<file path="src/rtl/eka_mem_arbiter.sv">
// eka_mem_arbiter: shares one single-ported memory between the instruction-fetch
// port and the data port. One transaction is outstanding at a time; the data port
// has fixed priority, and a starvation counter guarantees that fetch makes progress.
module eka_mem_arbiter #(
    parameter int ADDR_WIDTH   = 32,
    parameter int STARVE_LIMIT = 4
) (
    input  logic                  clk,
    input  logic                  reset,
    // instruction-fetch port
    input  logic                  if_req,
    input  logic [ADDR_WIDTH-1:0] if_addr,
    output logic                  if_gnt,
    output logic                  if_rvalid,
    output logic [31:0]           if_rdata,
    // data port
    input  logic                  d_req,
    input  logic                  d_we,
    input  logic [ADDR_WIDTH-1:0] d_addr,
    input  logic [31:0]           d_wdata,
    input  logic [3:0]            d_be,
    output logic                  d_gnt,
    output logic                  d_rvalid,
    output logic [31:0]           d_rdata,
    // memory port
    output logic                  mem_req,
    output logic                  mem_we,
    output logic [ADDR_WIDTH-1:0] mem_addr,
    output logic [31:0]           mem_wdata,
    output logic [3:0]            mem_be,
    input  logic                  mem_rvalid,
    input  logic [31:0]           mem_rdata
);

    typedef enum logic {IDLE, BUSY} state_t;
    typedef enum logic {OWN_IF, OWN_D} owner_t;

    localparam logic [3:0] STARVE_MAX = 4'd15;
    localparam logic [3:0] LIMIT      = 4'(STARVE_LIMIT);

    state_t     state;
    owner_t     owner;
    logic [3:0] starve_cnt;

    logic if_wins;
    logic d_wins;
    logic issue;
    logic resp;

    // Arbitration: data wins a tie unless fetch has lost LIMIT times in a row.
    // Everything is gated by reset so the outputs are quiet while reset is held.
    always_comb begin
        if_wins = if_req && (!d_req || (starve_cnt >= LIMIT));
        d_wins  = d_req && !if_wins;
        issue   = !reset && (state == IDLE) && (if_req || d_req);
        resp    = !reset && (state == BUSY) && mem_rvalid;
    end

    // Memory request mux and response routing back to the owning port.
    always_comb begin
        // NOTE: every output gets a default first so no path through the block
        // leaves a signal unassigned, which would otherwise infer a latch.
        mem_req   = issue;
        if_gnt    = issue && if_wins;
        d_gnt     = issue && d_wins;
        mem_we    = 1'b0;
        mem_addr  = '0;
        mem_wdata = '0;
        mem_be    = 4'h0;
        if (if_gnt) begin
            mem_addr = if_addr;
            mem_be   = 4'hF;
        end else if (d_gnt) begin
            mem_we    = d_we;
            mem_addr  = d_addr;
            mem_wdata = d_wdata;
            mem_be    = d_be;
        end
        if_rvalid = resp && (owner == OWN_IF);
        d_rvalid  = resp && (owner == OWN_D);
        if_rdata  = if_rvalid ? mem_rdata : 32'h0;
        d_rdata   = d_rvalid  ? mem_rdata : 32'h0;
    end

    // Transaction state, owner and fetch starvation counter.
    always_ff @(posedge clk or posedge reset) begin
        // NOTE: state registers use non-blocking assignments so every register
        // samples the values from before the edge, independent of statement order.
        if (reset) begin
            state      <= IDLE;
            owner      <= OWN_IF;
            starve_cnt <= 4'd0;
        end else if (state == IDLE) begin
            if (if_req || d_req) begin
                state <= BUSY;
                owner <= if_wins ? OWN_IF : OWN_D;
            end
            if (if_wins) begin
                starve_cnt <= 4'd0;
            end else if (if_req && (starve_cnt != STARVE_MAX)) begin
                starve_cnt <= starve_cnt + 4'd1;
            end
        end else begin
            if (mem_rvalid) begin
                state <= IDLE;
            end
        end
    end

endmodule

</file>
<file path="config.mk">
export PLATFORM = sky130hd
export DESIGN_NAME = eka_mem_arbiter
export DESIGN_NICKNAME = d
export VERILOG_FILES = /design/src/rtl/eka_mem_arbiter.sv
export SDC_FILE = /design/constraint.sdc
export NUM_CORES = 1
export LEC_CHECK = 0
export ABC_AREA = 1
export CAP_MARGIN = 20
export CELL_PAD_IN_SITES_DETAIL_PLACEMENT = 1
export CELL_PAD_IN_SITES_GLOBAL_PLACEMENT = 1
export CORE_ASPECT_RATIO = 0.8
export CORE_MARGIN = 10
export CORE_UTILIZATION = 10
export CTS_CLUSTER_DIAMETER = 40
export CTS_CLUSTER_SIZE = 12
export DETAILED_ROUTE_END_ITERATION = 7
export PLACE_DENSITY = 0.82
export SYNTH_ARGS = -nofsm -noshare
export SYNTH_HDL_FRONTEND = slang
export SYNTH_SLANG_ARGS = --single-unit
export TNS_END_PERCENT = 10
</file>
<file path="constraint.sdc">
create_clock -name clk -period 1.3 [get_ports clk]
set_input_delay 0.26 -clock clk [delete_from_list [all_inputs] [get_ports clk]]
set_output_delay 0.26 -clock clk [all_outputs]
set_load 0.005 [all_outputs]
</file>
# [Yosys cells after proc, flatten, opt, wreduce, memory -nomap -nowiden]
# Cells that the tools add are included.
[word_totals] regBits=6 in_bits=138 output_inout_bits=138 word_cells=43
[classes] add_sub_neg=1 order_cmp=1 n_eq_ne=1 muxes=16 n_bitwise=2 n_reduce_logical=19
[op_table] operator="$mux W32" n=6
[op_table] operator="$mux W4" n=4
[op_table] operator="$logic_and A1 B1 Y1" n=11
[op_table] operator="$mux W1" n=6
[op_table] operator="$add A4 B1 Y4 const B" n=1
[op_table] operator="$ge A4 B3 Y1 const B" n=1
[op_table] operator="$ne A4 B4 Y1 const B" n=1
[op_table] operator="$reduce_and A2 Y1" n=2
[op_table] operator="$logic_not A1 Y1" n=3
[op_table] operator="$logic_or A1 B1 Y1" n=2
[op_table] operator="$not A1 Y1" n=2
[op_table] operator="$reduce_bool A2 Y1" n=1

# [Depth between registers and ports, before layout]
# Gate-level depths: netlist of the first run.
[logic_depth] word_depth=8 ltp_mapped=6 depth_no_buf=6

# [Worst setup path before layout of the first run]
# No wires, ideal clock.
[synth_timing] kind="register to output" from="register starve_cnt[2]" to="output port mem_wdata[15]" t_arrival_ns=1.117 t_required_ns=1.040 setup_slack_ns=-0.077 path_stages_with_launch=7 path_buffers=1 path_cell_list="dfrtp_1 -> nor2_1 -> nand2_2 -> nand2_2 -> nand2_2 -> buf_2 -> nor2_1"
[synth_via] elab_chain_cells=8 word_cells_on_any_way=9 classes_between="order compare: 1; mux: 2; reduce/logical: 6"
[synth_rtl] element="start: declaration" line_no="43" rtl="logic [3:0] starve_cnt;"
[synth_rtl] element="start signal: assignment" line_no="101" rtl="starve_cnt <= starve_cnt + 4'd1;"
[synth_rtl] element="$ge A4 B3 Y1 *" line_no="53" rtl="if_wins = if_req && (!d_req || (starve_cnt >= LIMIT));"
[synth_rtl] element="$logic_or A1 B1 Y1 *" line_no="53"
[synth_rtl] element="$logic_and A1 B1 Y1 *" line_no="53"
[synth_rtl] element="$logic_not A1 Y1" line_no="54" rtl="d_wins = d_req && !if_wins;"
[synth_rtl] element="$logic_and A1 B1 Y1" line_no="54"
[synth_rtl] element="$logic_and A1 B1 Y1" line_no="65" rtl="d_gnt = issue && d_wins;"
[synth_rtl] element="$mux W32" line_no="73" rtl="end else if (d_gnt) begin"
[synth_rtl] element="$mux W32 *" line_no="70" rtl="if (if_gnt) begin"
[synth_rtl] element="end: declaration" line_no="29" rtl="output logic [31:0] mem_wdata,"
# Mark *: on every way between the ends. The rest lies on a longest branch, timed or not.

# [Final worst setup path of the first run]
[layout_timing] from="register state" to="output port mem_addr[27]"
[layout_via] elab_chain_cells=6 word_cells_on_any_way=7 classes_between="mux: 2; bitwise: 1; reduce/logical: 4"
[layout_rtl] element="start: declaration" line_no="41" rtl="state_t state;"
[layout_rtl] element="start signal: assignment" line_no="90" rtl="state <= IDLE;"
[layout_rtl] element="start signal: assignment" line_no="95" rtl="state <= BUSY;"
[layout_rtl] element="start signal: assignment" line_no="105" rtl="state <= IDLE;"
[layout_rtl] element="$not A1 Y1 (no source line) *"
[layout_rtl] element="$logic_and A1 B1 Y1 * (2 in a row)" line_no="55" rtl="issue = !reset && (state == IDLE) && (if_req || d_req);"
[layout_rtl] element="$logic_and A1 B1 Y1" line_no="65"
[layout_rtl] element="$mux W32" line_no="73"
[layout_rtl] element="$mux W32 *" line_no="70"
[layout_rtl] element="end: declaration" line_no="28" rtl="output logic [ADDR_WIDTH-1:0] mem_addr,"
# Marked as above.

==> metrics.yaml, run 1 <==
status: "finished, violations left"
p_comb_share_pct: 75.3
clock_sinks: 6
reg2reg_depth: 10
grt_usage_pct: 14.5
cp-end-kind: "output port"
drive_above_1_share_pct: 46.2
critPathKind: "reg2out"
postCtsHoldBufs: 0
synth_compound_area_share_pct: 0.964
worst_skew_pair.late_latency_ns: 0.23
worstReg2RegStart: "state$_DFF_PP0_"
grt_overflow_total: 0
r2r_slack_ns: -0.15
syn_to_final_growth_pct: 243
grt_pass1_wl_um: 24300
fin_ws_ns: -0.591
cts_tree: "yes"
drtPass1Iterations: 4
synth.cell_area_mm2: 0.00156
crit_required_ns: 1.04
period_needed_ns: 1.89
drv_slew: 0
power_switching_mw: 1.13
antenna_left: 0
total_power_mw: 3.10
r2r-end: "starve_cnt[2]$_DFFE_PP0P_"
ir_drop_mv: 0.361
cp_top_family: "buffers and inverters"
yosys.area_share.simple_pct: 63.3
post_drt_wl_per_cell_um: 18.7
synthMuxAreaShare_pct: 0
h-tree-depth: 1
hold_viol: 0
finish.utilization_pct: 35.2
grt_max_degree: 19
final-setup-viol-count: 141
slowest_stage: "dfrtp_2"
max_freq_mhz: 529
cts_max_path_buffers: 2
max_stage_delay_ns: 0.43
intPower_mw: 1.97
synth_nets: 474
ys_types: 14
crit_chain: "buf_6, nor2_4, buf_12, buf_6, buf_6, buf_6, nand4_1, nand2_1, buf_2"
rows: 40
dieArea_mm2: 0.0210
synth_most_common_cell: "nor2_1"
max_slew.worst_pin.slew_ns: 0.210
path_buf_inv: 6
skew_ns: 0.000968
arrival_ns: 1.63
violations: "negative setup slack"
cap_violations: 0
synth_flop_cell: "dfrtp_1"
holdCritPathClass: "in2async"
synth_top_cell_by_area: "nor2_1"
synth_top_family_by_area: "simple AND/OR/NAND/NOR gates"
drc_errors: 0
synth_common_cells: "101 x nor2_1, 75 x inv_1, 49 x nand2_1"
fp.dieH_um: 132
cpMostUsedCell: "buf_6"
gp_congestion: 0.770
antenna_found_initial: 0
wirelength_um: 16300
core_mm2: 0.0152
portBuffers: 275
fp.dieW_um: 160
grt_pass1_vias: 3834
p_seq_share_pct: 8.7
syn_inst: 335
clkPwrFrac_pct: 16.0
synth_edf_count: 0
netSwitchingFraction_pct: 36.6
start_util_pct: 10.3
cts_buffers: 3
drt_iter0_drc: 117
slew_headroom_pct: 85.8
synth_xor_area_share_pct: 0
p_per_area_mw_per_mm2: 580
synth_fa_ha_area_share_pct: 0.803
vias_per_cell: 3.97
rsz0062_at_grt: "yes"
cts.reportedPaths.clkPinSlew_ns: 0.03
min_period_over_period_pct: 145
ios: 276
ys_seq_area_share_pct: 9.64
yosysWarnings: 0
diodes: 0
cts_root_buf: "clkbuf_16"
path_max_fanout: 4
syn_area_per_cell_um2: 4.65
vias: 3469
async_flop_share_pct: 100
synthTopCellsByArea: "nor2_1 24%, inv_1 18%, nand4_1 14%"
synth_top_area_share_pct: 24.3
num-nets-final: 804
leakage_nw: 2.96
ys_ff_latch: 6
dp_hpwl_um: 11700
startpoint_type: "flop"
-- worst min-delay path, stage by stage --
cell and delay (ns):
dlygate4sd2_1 0.25, inv_2 0.08, buf_4 0.12, buf_4 0.16
-- sequential cells by signal, summed over array words and instances (netlist names) --
name / count
starve_cnt: 4
owner: 1
state: 1
-- cell type report --
type                    instances  area, um^2
flip-flops and latches          6         151
well taps                     210         263
clock buffers                   3        75.1
fillers                      1889        9820
inverters                      77         292
repair buffers                349        3210
multi-input cells             228        1350
-- power by group through the flow --
stage	clock (mW)	sequential (mW)	combinational, mW
6_report	0.495	0.270	2.33
5_1_grt	0.511	0.277	2.52
4_1_cts	0.505	0.267	2.28
3_5_place_dp	0	0.265	1.79
3_3_place_gp	0	0.264	1.75
2_1_floorplan	0	0.261	0.559
-- repair_timing --
item | in CTS | in global routing
setup buffers | 33 | 5
pin swaps | 39 | 28
endpoints found under the setup margin | 138 | 143
gates cloned | 13 | 2
gates resized for setup | 622 | 57
-- layout by cell type (no fill, tap or decap), drive strengths merged --
cell type        n
inv             77
o21ai            3
dfrtp            6
nor2           102
nand4           34
clkbuf           6
nand3           36
clkdlybuf4s50  133
clkdlybuf4s15    1
ha               1
nand2           52
dlygate4sd2      5
buf            207
-- per-layer routing --
layer,vias to the layer above,share of wire (%),GRT usage (%)
met5,-,0,0
met4,0,1.2,1.75
met3,13,6.1,3.93
met2,138,53,27.5
met1,1631,39,16.0
li1,1687,-,-
-- stage by stage --
stage               setup TNS, ns  area, um^2  std cells  hold slack [ns]  setup slack (ns)
detailed placement        -118.93        4860        823            0.484            -0.950
CTS                        -57.57        5160        871            0.297            -0.558
global route               -73.31        5340        873            0.344            -0.656
floorplan                  -0.643        1670        335            0.334           -0.0145
global placement          -114.34        4860        823            0.468            -0.884
finish                     -62.44        5340        873            0.308            -0.591
-- kinds of logic after synthesis --
family	count (synthesis)
buf+inv	101
flops	6
simple gates	224
fa+ha+maj	1
compound gates	3
-- worst max-delay path by stage --
stage / endpoint / cells past startpoint / start / slack [ns]
final: mem_addr[27] / 9 / state$_DFF_PP0_ / -0.59
after floorplan: mem_wdata[0] / 6 / starve_cnt[3]$_DFFE_PP0P_ / -0.01
after global routing: mem_addr[27] / 9 / state$_DFF_PP0_ / -0.66
after detailed placement: mem_wdata[1] / 7 / d_req / -0.95
after CTS: mem_wdata[1] / 9 / state$_DFF_PP0_ / -0.56
after global placement: mem_wdata[28] / 7 / d_req / -0.88
Note: power is estimated with default switching activity, not from simulation.
==> inputs of run 2 (changes only) <==
--- a/config.mk
+++ b/config.mk
@@ -10,11 +10,12 @@
 export CELL_PAD_IN_SITES_DETAIL_PLACEMENT = 1
 export CELL_PAD_IN_SITES_GLOBAL_PLACEMENT = 1
 export CORE_ASPECT_RATIO = 0.8
-export CORE_MARGIN = 10
+export CORE_MARGIN = 2
 export CORE_UTILIZATION = 10
 export CTS_CLUSTER_DIAMETER = 40
 export CTS_CLUSTER_SIZE = 12
 export DETAILED_ROUTE_END_ITERATION = 7
+export MAX_ROUTING_LAYER = met4
 export PLACE_DENSITY = 0.82
 export SYNTH_ARGS = -nofsm -noshare
 export SYNTH_HDL_FRONTEND = slang
==> constraint.sdc (replaced) <==
create_clock -name clk -period 1.7 [get_ports clk]
set_input_delay 0.34 -clock clk [delete_from_list [all_inputs] [get_ports clk]]
set_output_delay 0.34 -clock clk [all_outputs]
set_load 0.005 [all_outputs]
==> metrics.yaml, run 2 (same netlist as run 1, synthesis figures left out) <==
cap_violations: 0  # unchanged
critPathKind: "reg2out"
fp.dieH_um: 116  # -12%
rows: 40  # unchanged
dieArea_mm2: 0.0166  # -21%
finish.utilization_pct: 34.6  # -0.65 points
fillers: 1907  # +0.95%
min_period_over_period_pct: 114
slew_headroom_pct: 88.1  # +2.3 points
ir_drop_mv: 0.317  # -12%
holdCritPathClass: "in2async"
vias_per_cell: 3.99  # +0.49%
postCtsHoldBufs: 0  # unchanged
r2r_slack_ns: 0.31  # +0.46 ns
violations: "negative setup slack"
drv_slew: 0  # unchanged
max_freq_mhz: 515
total_power_mw: 2.22  # -28%
clock_sinks: 6  # unchanged
grt_max_degree: 22  # +3
r2r-end: "starve_cnt[1]$_DFFE_PP0P_"
cts.reportedPaths.clkPinSlew_ns: 0.03  # about the same
dp_hpwl_um: 9520  # -19%
crit_required_ns: 1.36  # +0.32 ns
path_max_fanout: 5  # +1
period_needed_ns: 1.94
fin_ws_ns: -0.240  # +0.351 ns
worstReg2RegStart: "starve_cnt[2]$_DFFE_PP0P_"
status: "finished, violations left"
drive_above_1_share_pct: 45.6  # -0.57 points
cts_max_path_buffers: 2  # unchanged
arrival_ns: 1.60  # -0.03 ns
regMostFlops: "starve_cnt"
drtPass1Iterations: 4  # unchanged
rsz0062_at_grt: "yes"
skew_ns: 0.000371  # -0.000597 ns
diodes: 0  # unchanged
drt_iter0_drc: 104  # -11%
antenna_left: 0  # unchanged
syn_to_final_growth_pct: 235
reg.largest.list: "starve_cnt: 4 flops, owner: 1 flops, state: 1 flops"
cts_tree: "yes"
antenna_found_initial: 0  # unchanged
core_mm2: 0.0151  # -0.33%
grt_overflow_total: 0  # unchanged
cts_root_buf: "clkbuf_16"
cp-end-kind: "output port"
start_util_pct: 10.3  # +0.034 points
most-common-layout-cells: "133 x clkdlybuf4s50_1, 109 x buf_2, 73 x inv_1"
grt_pass1_vias: 3565  # -7.0%
ios: 276  # unchanged
final_cells: 866  # -0.80%
grt_usage_pct: 14.5  # +0.019 points
fp.dieW_um: 144  # -10%
startpoint_type: "flop"
leakage_nw: 2.86  # -3.4%
num-nets-final: 797  # -0.87%
drc_errors: 0  # unchanged
portBuffers: 275  # unchanged
vias: 3458  # -0.32%
cts_buffers: 3  # unchanged
hold_viol: 0  # unchanged
worst_skew_pair.late_latency_ns: 0.22  # about the same
max_slew.worst_pin.slew_ns: 0.177  # -0.0336 ns
post_drt_wl_per_cell_um: 15.3  # -18%
wirelength_um: 13200  # -19%
gp_congestion: 0.830  # +7.7%
layout_commonest_cell: "clkdlybuf4s50_1"
grt_pass1_wl_um: 18500  # -24%
h-tree-depth: 1  # unchanged
dp_cells: 825  # +0.24%
largest_register_ff_count: 4  # unchanged
post-place-ws_ns: -0.702  # +0.248 ns
final-setup-viol-count: 137  # -2.8%
p_per_area_mw_per_mm2: 425  # -27%
reg2reg_depth: 8  # -2
run 2: changes by cell type in the layout (fill, tap and decap cells not counted), sizes merged:
cell           change
clkdlybuf4s15     +12
clkbuf            +15
buf               -34
run 2: layout make-up:
cell class	count	area (um^2)	share of cell area [%]
Timing Repair Buffer	342	3100	59.4
Multi-Input combinational cell	228	1340	25.7
Inverter	77	292	5.58
Tap cell	210	263	5.03
Sequential cell	6	150	2.87
Clock buffer	3	75.1	1.44
run 2: critical path, stage by stage, from the launching register on:
cell	delay, ns
dfrtp_1	0.39
buf_6	0.13
nor2_4	0.11
buf_12	0.12
buf_12	0.10
buf_12	0.11
nand3_4	0.11
nand2_1	0.10
clkdlybuf4s15_2	0.21
run 2: repair_timing:
item / CTS / global route
resized for setup: 459 / 208
endpoints found under the setup margin: 138 / 138
hold endpoints to repair: 0 / 0
buffers inserted: 27 / 3
cloned: 7 / 5
pin swaps: 17 / 16
run 2: power by group:
| part | leakage (nW) | internal (mW) | total (mW) | switching [mW] |
|---|---|---|---|---|
| clock | 0.0370 | 0.301 | 0.374 | 0.0731 |
| sequential | 0.0759 | 0.177 | 0.200 | 0.0234 |
| combinational | 2.75 | 0.945 | 1.65 | 0.703 |
| total | 2.86 | 1.42 | 2.22 | 0.800 |
run 2: per-stage QoR:
stage / TNS [ns] / instance area (um^2) / hold WS (ns)
3_5_place_dp: -85.29 / 4770 / 0.474
4_1_cts: -17.34 / 5090 / 0.443
2_1_floorplan: 0 / 1560 / 0.414
3_3_place_gp: -80.77 / 4770 / 0.465
6_report: -13.01 / 5230 / 0.473
5_1_grt: -22.63 / 5230 / 0.481
run 2: metal layers:
layer  global-route usage [%]  vias up  wire (um)
li1                         -     1668          -
met4                     3.53        0        271
met1                     16.2     1607       5110
met3                     2.60       22        945
met2                     26.8      161       6910
met5                        -        -          0
run 2: worst max path at each step:
| stage | startpoint | end |
|---|---|---|
| floorplan | starve_cnt[2]$_DFFE_PP0P_ | mem_wdata[15] |
| global placement | reset | mem_wdata[15] |
| detailed placement | reset | mem_wdata[15] |
| CTS | starve_cnt[3]$_DFFE_PP0P_ | mem_wdata[23] |
| global route | state$_DFF_PP0_ | mem_addr[28] |
| finish | state$_DFF_PP0_ | mem_be[2] |
==> inputs of run 3 (changes only) <==
--- a/config.mk
+++ b/config.mk
@@ -15,7 +15,6 @@
 export CTS_CLUSTER_DIAMETER = 40
 export CTS_CLUSTER_SIZE = 12
 export DETAILED_ROUTE_END_ITERATION = 7
-export MAX_ROUTING_LAYER = met4
 export PLACE_DENSITY = 0.82
 export SYNTH_ARGS = -nofsm -noshare
 export SYNTH_HDL_FRONTEND = slang
==> metrics.yaml, run 3 (same netlist as run 1, synthesis figures left out) <==
status: "finished, violations left"
violations: "negative setup slack"
reg2reg_depth: 8  # unchanged
drive_above_1_share_pct: 45.0  # -0.63 points
hold_viol: 0  # unchanged
max_freq_mhz: 516  # +0.14%
largest_register_ff_count: 4  # unchanged
drv_slew: 0  # unchanged
critPathKind: "reg2out"
top_usage_layer: "met2"
vias_per_cell: 3.98  # -0.29%
arrival_ns: 1.60  # about the same
layout_commonest_cell: "clkdlybuf4s50_1"
num-nets-final: 795  # -0.25%
h-tree-depth: 1  # unchanged
final-setup-viol-count: 137  # unchanged
grt_max_degree: 22  # unchanged
max_slew.worst_pin.slew_ns: 0.177  # unchanged
r2r_slack_ns: 0.31  # about the same
wirelength_um: 13100  # -1.2%
antenna_left: 0  # unchanged
antenna_found_initial: 0  # unchanged
ios: 276  # unchanged
cts_root_buf: "clkbuf_16"
cts_buffers: 3  # unchanged
postCtsHoldBufs: 0  # unchanged
cp-end-kind: "output port"
whs_ns: 0.472  # -0.00145 ns
grt_pass1_wl_um: 18500  # +0.11%
rows: 40  # unchanged
globalRouteMet1Util_pct: 16.0  # -0.25 points
startpoint_type: "flop"
use_met3_pct: 3.31  # +0.70 points
grt_usage_pct: 14.1  # -0.41 points
post_drt_wl_per_cell_um: 15.1  # -0.97%
cts.reportedPaths.clkPinSlew_ns: 0.03  # about the same
p_per_area_mw_per_mm2: 425  # -0.18%
cap_violations: 0  # unchanged
r2r-end: "starve_cnt[1]$_DFFE_PP0P_"
dp_hpwl_um: 9520  # unchanged
grt_use_met2_pct: 26.6  # -0.13 points
drtPass1Iterations: 4  # unchanged
path_max_fanout: 5  # unchanged
period_needed_ns: 1.94  # -0.00265 ns
crit_required_ns: 1.36  # about the same
regMostFlops: "starve_cnt"
drc_errors: 0  # unchanged
grt_overflow_total: 0  # unchanged
fin_ws_ns: -0.237  # +0.00265 ns
diodes: 0  # unchanged
reg.largest.list: "starve_cnt: 4 flops, owner: 1 flops, state: 1 flops"
worst_skew_pair.late_latency_ns: 0.22  # about the same
portBuffers: 275  # unchanged
leakage_nw: 2.84  # -0.74%
drt_iter0_drc: 93  # -11%
cts_max_path_buffers: 2  # unchanged
slew_headroom_pct: 88.1  # unchanged
fp.dieW_um: 144  # unchanged
vias: 3440  # -0.52%
syn_to_final_growth_pct: 233
fp.dieH_um: 116  # unchanged
grt_pass1_vias: 3555  # -0.28%
clock_sinks: 6  # unchanged
min_period_over_period_pct: 114  # -0.16 points
dieArea_mm2: 0.0166  # unchanged
cts_tree: "yes"
start_util_pct: 10.3  # unchanged
fin_setup_tns_ns: -13.08  # -0.0672 ns
post-place-ws_ns: -0.702  # unchanged
ir_drop_mv: 0.317  # about the same
core_mm2: 0.0151  # unchanged
rsz0062_at_grt: "yes"
most-common-layout-cells: "133 x clkdlybuf4s50_1, 106 x buf_2, 73 x inv_1"
worstReg2RegStart: "starve_cnt[2]$_DFFE_PP0P_"
skew_ns: 0.000371  # +0.0000000700 ns
holdCritPathClass: "in2async"
gp_congestion: 0.818  # -1.5%
-- run 3: cell types whose count changed in the layout (fill, tap and decap cells not counted), moves of 2 or more --
cell / before / now
clkdlybuf4s15_2: 11 / 13
buf_2: 109 / 106
nand3_2: 10 / 7
nand3_1: 25 / 28
-- run 3: what timing repair did --
item | CTS | global route
cloned | 7 | 4
gates resized for setup | 459 | 202
pin swaps | 17 | 16
setup buffers | 27 | 2
setup endpoints to repair | 138 | 138
-- run 3: area by class of cell --
type	instances	area [um^2]
inverters	77	292
repair buffers	340	3080
fillers	1915	9920
multi-input cells	228	1330
clock buffers	3	75.1
flip-flops and latches	6	150
well taps	210	263
-- run 3: worst max-delay path, stage by stage, from the launching register on --
cell and delay (ns):
dfrtp_1 0.39, buf_6 0.13, nor2_4 0.11, buf_12 0.12, buf_12 0.10, buf_12 0.11
nand3_4 0.11, nand2_1 0.10, clkdlybuf4s15_2 0.21
-- run 3: per-layer routing --
metal  wire length [um]  share of wire [%]
met4                271                2.1
met5                  0                  0
met3               1030                7.9
met1               4980                 38
met2               6800                 52
-- run 3: through the flow --
| step | power, mW | utilization, % | area [um^2] | std cells |
|---|---|---|---|---|
| after floorplan | 0.592 | - | 1560 | 335 |
| after global placement | 1.49 | 31.6 | 4770 | 825 |
| after detailed placement | 1.52 | 31.6 | 4770 | 825 |
| after CTS | 2.11 | 33.7 | 5090 | 860 |
| after global routing | 2.35 | 34.3 | 5190 | 864 |
| final | 2.20 | 34.3 | 5190 | 864 |
-- run 3: worst max path at each step --
| stage | start | endpoint | slack [ns] | cells after the start |
|---|---|---|---|---|
| after detailed placement | reset | mem_wdata[15] | -0.70 | 8 |
| after global routing | state$_DFF_PP0_ | mem_addr[20] | -0.30 | 8 |
| after floorplan | starve_cnt[2]$_DFFE_PP0P_ | mem_wdata[15] | 0.24 | 6 |
| after CTS | starve_cnt[3]$_DFFE_PP0P_ | mem_wdata[23] | -0.21 | 7 |
| after global placement | reset | mem_wdata[15] | -0.70 | 8 |
| final | state$_DFF_PP0_ | mem_be[2] | -0.24 | 8 |
-- run 3: where the power goes --
group / total, mW / switching (mW) / internal, mW
logic: 1.63 / 0.694 / 0.935
registers: 0.200 / 0.0235 / 0.177
clock network: 0.374 / 0.0731 / 0.301
